<file path="src/rtl/laser_centroid.sv">
// Laser-spot centroid tracker.
// Accumulates the column/row sums of bright pixels over a frame. On each vsync
// rising edge it divides those sums by the bright-pixel count to report the
// spot centre, or flags the spot as missing when too few pixels were bright.
// Optional feature macro: CENTROID_PIXCNT_EN adds the pix_count output.
module laser_centroid #(
  parameter int unsigned H_RES     = 320,
  parameter int unsigned V_RES     = 240,
  parameter logic [3:0]  BRIGHT_TH = 4'd12,
  parameter logic [16:0] MIN_PIX   = 17'd4
) (
  input  logic        pclk,
  input  logic        rst_n,
  input  logic        vsync,
  input  logic        we,
  input  logic [15:0] din,
  output logic [16:0] avg_X,
  output logic [16:0] avg_Y,
  output logic        disappear,
  output logic        avg_valid
`ifdef CENTROID_PIXCNT_EN
  ,
  output logic [16:0] pix_count
`endif
);

  localparam int unsigned XW    = (H_RES > 1) ? $clog2(H_RES) : 1;
  localparam int unsigned YW    = $clog2(V_RES + 1);
  localparam int unsigned SW    = 25;
  localparam int unsigned CW    = 17;
  localparam int unsigned STEPS = 25;
  localparam int unsigned STW   = 5;

  typedef enum logic [2:0] {
    ACCUM = 3'd0,
    CHECK = 3'd1,
    DIV_X = 3'd2,
    DIV_Y = 3'd3,
    DONE  = 3'd4
  } state_t;

  state_t state, next_state;

  logic [XW-1:0]  x;
  logic [YW-1:0]  y;
  logic           vsync_r, vsync_rr;
  logic           vs_rise;
  logic           in_frame;
  logic           bright;
  logic [SW-1:0]  sum_x, sum_y;
  logic [CW-1:0]  cnt;
  logic [SW-1:0]  lat_sx, lat_sy;
  logic [CW-1:0]  lat_cnt;
  logic           too_few;

  logic [SW-1:0]  dvd, dvd_nxt;
  logic [CW-1:0]  rem, rem_nxt;
  logic [CW:0]    trial;
  logic           trial_ge;
  logic [STW-1:0] step;
  logic [CW-1:0]  qx;
  logic           last_step;

  logic           div_init_x;
  logic           div_run;
  logic           ld_miss;
  logic           ld_done;

  logic           unused_din;
  assign unused_din = ^din[11:0];

  assign vs_rise   = vsync_r & ~vsync_rr;
  assign in_frame  = (y < YW'(V_RES));
  assign bright    = (din[15:12] > BRIGHT_TH);
  assign too_few   = (lat_cnt < MIN_PIX);
  assign last_step = (step == STW'(STEPS - 1));

  // One restoring-division step: shift in the next dividend bit, subtract if it fits
  always_comb begin
    trial    = {rem, dvd[SW-1]};
    trial_ge = (trial >= {1'b0, lat_cnt});
    rem_nxt  = trial_ge ? CW'(trial - {1'b0, lat_cnt}) : trial[CW-1:0];
    dvd_nxt  = {dvd[SW-2:0], trial_ge};
  end

  // Two-stage vsync sampling for edge detection
  always_ff @(posedge pclk or negedge rst_n) begin
    if (!rst_n) begin
      vsync_r  <= 1'b0;
      vsync_rr <= 1'b0;
    end else begin
      vsync_r  <= vsync;
      vsync_rr <= vsync_r;
    end
  end

  // Pixel position counters; cleared during vsync, frozen once past the last line
  always_ff @(posedge pclk or negedge rst_n) begin
    if (!rst_n) begin
      x <= '0;
      y <= '0;
    end else if (vsync) begin
      x <= '0;
      y <= '0;
    end else if (we && in_frame) begin
      if (x == XW'(H_RES - 1)) begin
        x <= '0;
        y <= y + YW'(1);
      end else begin
        x <= x + XW'(1);
      end
    end
  end

  // Bright-pixel accumulators, snapshotted and cleared at frame end
  always_ff @(posedge pclk or negedge rst_n) begin
    if (!rst_n) begin
      sum_x   <= '0;
      sum_y   <= '0;
      cnt     <= '0;
      lat_sx  <= '0;
      lat_sy  <= '0;
      lat_cnt <= '0;
    end else if (state == ACCUM) begin
      if (vs_rise) begin
        lat_sx  <= sum_x;
        lat_sy  <= sum_y;
        lat_cnt <= cnt;
        sum_x   <= '0;
        sum_y   <= '0;
        cnt     <= '0;
      end else if (we && bright && in_frame) begin
        sum_x <= sum_x + SW'(x);
        sum_y <= sum_y + SW'(y);
        cnt   <= cnt + CW'(1);
      end
    end
  end

  // FSM state register
  always_ff @(posedge pclk or negedge rst_n) begin
    if (!rst_n) state <= ACCUM;
    else        state <= next_state;
  end

  // FSM next-state logic
  always_comb begin
    next_state = state;
    case (state)
      ACCUM:   if (vs_rise) next_state = CHECK;
      CHECK:   next_state = too_few ? ACCUM : DIV_X;
      DIV_X:   if (last_step) next_state = DIV_Y;
      DIV_Y:   if (last_step) next_state = DONE;
      DONE:    next_state = ACCUM;
      default: next_state = ACCUM;
    endcase
  end

  // FSM control outputs
  always_comb begin
    div_init_x = 1'b0;
    div_run    = 1'b0;
    ld_miss    = 1'b0;
    ld_done    = 1'b0;
    case (state)
      CHECK: begin
        ld_miss    = too_few;
        div_init_x = ~too_few;
      end
      DIV_X:   div_run = 1'b1;
      DIV_Y: begin
        div_run = 1'b1;
        ld_done = last_step;
      end
      default: ;
    endcase
  end

  // Shared divider: X quotient first, then Y reusing the same datapath
  always_ff @(posedge pclk or negedge rst_n) begin
    if (!rst_n) begin
      dvd  <= '0;
      rem  <= '0;
      step <= '0;
      qx   <= '0;
    end else if (div_init_x) begin
      dvd  <= lat_sx;
      rem  <= '0;
      step <= '0;
    end else if (div_run) begin
      if (last_step) begin
        step <= '0;
        if (state == DIV_X) begin
          qx  <= dvd_nxt[CW-1:0];
          dvd <= lat_sy;
          rem <= '0;
        end else begin
          dvd <= dvd_nxt;
          rem <= rem_nxt;
        end
      end else begin
        step <= step + STW'(1);
        dvd  <= dvd_nxt;
        rem  <= rem_nxt;
      end
    end
  end

  // Result registers; the valid result lands as the FSM enters DONE so the pulse is the DONE cycle
  always_ff @(posedge pclk or negedge rst_n) begin
    if (!rst_n) begin
      avg_X     <= '0;
      avg_Y     <= '0;
      disappear <= 1'b1;
      avg_valid <= 1'b0;
    end else begin
      avg_valid <= ld_miss | ld_done;
      if (ld_miss) begin
        disappear <= 1'b1;
      end else if (ld_done) begin
        avg_X     <= qx;
        avg_Y     <= dvd_nxt[CW-1:0];
        disappear <= 1'b0;
      end
    end
  end

`ifdef CENTROID_PIXCNT_EN
  // Bright-pixel count of the frame just reported
  always_ff @(posedge pclk or negedge rst_n) begin
    if (!rst_n)                  pix_count <= '0;
    else if (ld_miss || ld_done) pix_count <= lat_cnt;
  end
`endif

endmodule

</file>
<file path="config.mk">
export PLATFORM = sky130hd
export DESIGN_NAME = laser_centroid
export DESIGN_NICKNAME = d
export VERILOG_FILES = /design/src/rtl/laser_centroid.sv
export SDC_FILE = /design/constraint.sdc
export NUM_CORES = 1
export LEC_CHECK = 0
export ABC_AREA = 1
export CAP_MARGIN = 10
export CORE_AREA = 8 8 158 160
export DETAILED_ROUTE_END_ITERATION = 10
export DIE_AREA = 0 0 166 168
export DONT_BUFFER_PORTS = 1
export PLACE_DENSITY = 0.8
export SETUP_SLACK_MARGIN = 0.02
export SLEW_MARGIN = 20
export SYNTH_ARGS = -nofsm -noshare
export SYNTH_HDL_FRONTEND = slang
export SYNTH_SLANG_ARGS = --single-unit
</file>
<file path="constraint.sdc">
create_clock -name pclk -period 2.3 [get_ports pclk]
set_input_delay 0.46 -clock pclk [delete_from_list [all_inputs] [get_ports pclk]]
set_output_delay 0.46 -clock pclk [all_outputs]
set_load 0.005 [all_outputs]
</file>
==> results_dict.tcl <==
set metrics [dict create \
    synth.distinct_cells 45 \
    cp-endpoint "sum_x[12]" \
    fin_nets 1934 \
    synth.avg_cell_area_sq_um 7.525 \
    fin_crit_sh_pct 90.60 \
    clkLatencyLatePin_ps 560 \
    synth_top_area_share_pct 45.49 \
    antenna_found_initial 0 \
    core_sq_mm 0.02237 \
    cp_cell_sequence "ha_2 > inv_1 > fa_1 > inv_1 > nand3_1 > nand2_1 > buf_4 > nand3_1 > nand3_2 > nand2_1 > xor2_1 > nor2_1" \
    drive_above_1_share_pct 7.022 \
    grt_max_degree 257 \
    start_util_pct 62.72 \
    slew_viol_final 0 \
    ys_ff_latch 256 \
    cts_buffers 28 \
    worstSetupStartpoint "x[0]" \
    clkTransAtPathRegs_ps 60 \
    dr_wl_met2_um 15840 \
    ios 56 \
    hold_class "input port to asynchronous set/reset pin" \
    htreeDepth 1 \
    vias 12400 \
    mostFrequentLayoutCells "617 x nand2_1, 254 x dfrtp_1, 220 x inv_1" \
    crit_path_start_kind "flip-flop" \
    cp.arrival_ps 2580 \
    violations "hold timing" \
    ff2ff_setup_slack_ps 220 \
    slowest_delay_ps 410 \
    top_layer "met4" \
    grt_pass1_vias 11540 \
    yosys_warnings 0 \
    grt_pass1_wl_um 57580 \
    layout_min_cycle_time_ps 2084 \
    wl_um 34610 \
    setup_viol 0 \
    max-vdd-ir-drop_mv 0.5290 \
    yosys_most_used_dff "dfrtp_1" \
    crit_path_top_delay_cell "dfrtp_2" \
    synth-edff-count 0 \
    path_class "flip-flop to flip-flop" \
    track_usage_pct 24.61 \
    cellPowerDensity_mw_per_mm2 1045 \
    cts_sinks 256 \
    clock.fmax_mhz 479.9 \
    dp.final_hpwl_um 24330 \
    met3WireLength_um 2319 \
    synth_cells 1864 \
    async_reset_ff_share_pct 100.0 \
    whs_ps -408.3 \
    drt-vias-per-instance 5.692 \
    antenna_left 0 \
    synthTopCellsByArea "dfrtp_1 45%, nand2_1 17%, inv_1 5.9%, o21ai_0 5.3%, nand3_1 4.0%" \
    slew_headroom_pct 61.04 \
    drtIter0Drc 1305 \
    syn_nets 1926 \
    syn_to_final_growth_pct 10.08 \
    rsz0062_at_grt "false" \
    fillers 1746 \
    drtPass1Iterations 7 \
    wl_per_cell_um 15.88 \
    fp-row-count 55 \
    cts_buffer_depth 3 \
    p_leak_nw 7.596 \
    skew_ps 21.93 \
    status "finished, violations left" \
    layout_setup_ws_ps 216.1 \
    reg2reg_from "x[0]" \
    syn-cell-area_sq_mm 0.01403 \
    multiInputGateArea_sq_mm 0.006523 \
    grt_overflow 0 \
    cts_hold_buf 1 \
    synth-seq-area-share_pct 45.68 \
    hold_violations 256 \
    r2r-end "sum_x[12]" \
    regArea_sq_mm 0.006409 \
    worst_pin_slew_ps 579.9 \
    finalSetupTns_ps 0 \
    io_buffers 0 \
    die_height_um 168 \
    wl_met1_um 15740 \
    yosys.area.top_type "dfrtp_1" \
    layout_commonest_cell "nand2_1" \
    path_max_fanout 4 \
    cp-end-kind "flip-flop" \
    cap_violations 0 \
    cts_root_buffer "clkbuf_16" \
    antennaDiodeCount 0 \
    cts_tree "built" \
    route.detailed.drc 0 \
    cp.required_ps 2790 \
    p_total_mw 16.14 \
    place_congestion 0.9177 \
    place_ws_ps 98.23 \
    ff2ff_path_depth 12 \
    die_x_um 166 \
    dieArea_sq_mm 0.02789 \
]
==> Yosys cell counts (4+ instances only) <==
library cell	number
a31oi_1	14
nand3_1	112
nand3b_1	20
o22ai_1	5
o21ai_0	149
dfrtp_1	255
nand2_2	6
clkbuf_1	19
xor2_1	12
nand4_1	53
o211ai_1	6
buf_6	8
xnor2_1	16
buf_2	29
o31ai_1	5
o21ai_1	36
inv_1	220
nor2_4	4
a21oi_1	43
nor3_1	26
ha_1	39
nor2_1	128
nand2_1	620
==> how the worst min path moves through the flow <==
| stage | to | slack, ps |
|---|---|---|
| after global placement | avg_X[4] | 170 |
| after detailed placement | avg_X[4] | 170 |
| final | avg_X[5] | -410 |
| after global routing | avg_X[5] | -430 |
| after CTS | avg_X[4] | -430 |
| after floorplan | avg_X[0] | 160 |
==> metal layers <==
metal,track usage [%],up-vias
li1,-,6029
met1,34.44,5894
met2,39.64,421
met3,3.718,58
met4,6.324,0
met5,0,-
==> kinds of logic (layout without fill, tap and decap cells) <==
logic type	count (synthesis)	count (layout)	synth area share [%]
compound gates	266	266	10.03
buf+inv	287	316	8.474
xor+xnor	28	28	1.748
flops	256	256	45.68
fa+ha+maj	42	42	3.907
simple gates	985	986	30.17
==> layout make-up <==
cell class,instances,area share (%)
multi-input cells,1322,42.24
well taps,285,2.309
flip-flops and latches,256,41.50
clock buffers,36,5.121
clock inverters,16,1.224
inverters,228,5.567
repair buffers,36,2.034
==> stage by stage <==
step	util, %	std cells	area [sq um]
4_1_cts	68.42	2172	15300
6_report	69.04	2179	15440
2_1_floorplan	-	1864	14030
3_3_place_gp	63.99	2119	14310
5_1_grt	69.04	2179	15440
3_5_place_dp	63.99	2119	14310
==> power breakdown <==
part           switching, mW  internal (mW)
combinational           3.34           1.99
clock                   1.89           2.78
sequential             0.718           5.42
==> critical path: cells and delay by family (launching register included) <==
| kind | cells | cell delay [ps] |
|---|---|---|
| AND/OR/NAND/NOR | 6 | 550 |
| buffers and inverters | 3 | 280 |
| adder cells (fa/ha/maj) | 2 | 630 |
| XOR/XNOR | 1 | 150 |
| flip-flops | 1 | 410 |
==> state kept, by name, indices dropped and copies added (netlist names) <==
| name | cells |
|---|---|
| vsync_r | 1 |
| sum_x | 25 |
| avg_Y | 17 |
| lat_sx | 25 |
| vsync_rr | 1 |
| y | 8 |
| x | 9 |
| sum_y | 25 |
| avg_X | 17 |
| lat_sy | 25 |
| disappear | 1 |
| cnt | 17 |
| state | 3 |
| lat_cnt | 17 |
| qx | 17 |
| dvd | 25 |
| rem | 17 |
| avg_valid | 1 |
| step | 5 |
==> repair_timing <==
action,4_1_cts,5_1_grt
gates resized for setup,0,17
endpoints found under the hold margin,261,256
buffers inserted,0,6
setup endpoints to repair,0,47
Power figures use the tool's default switching activity.
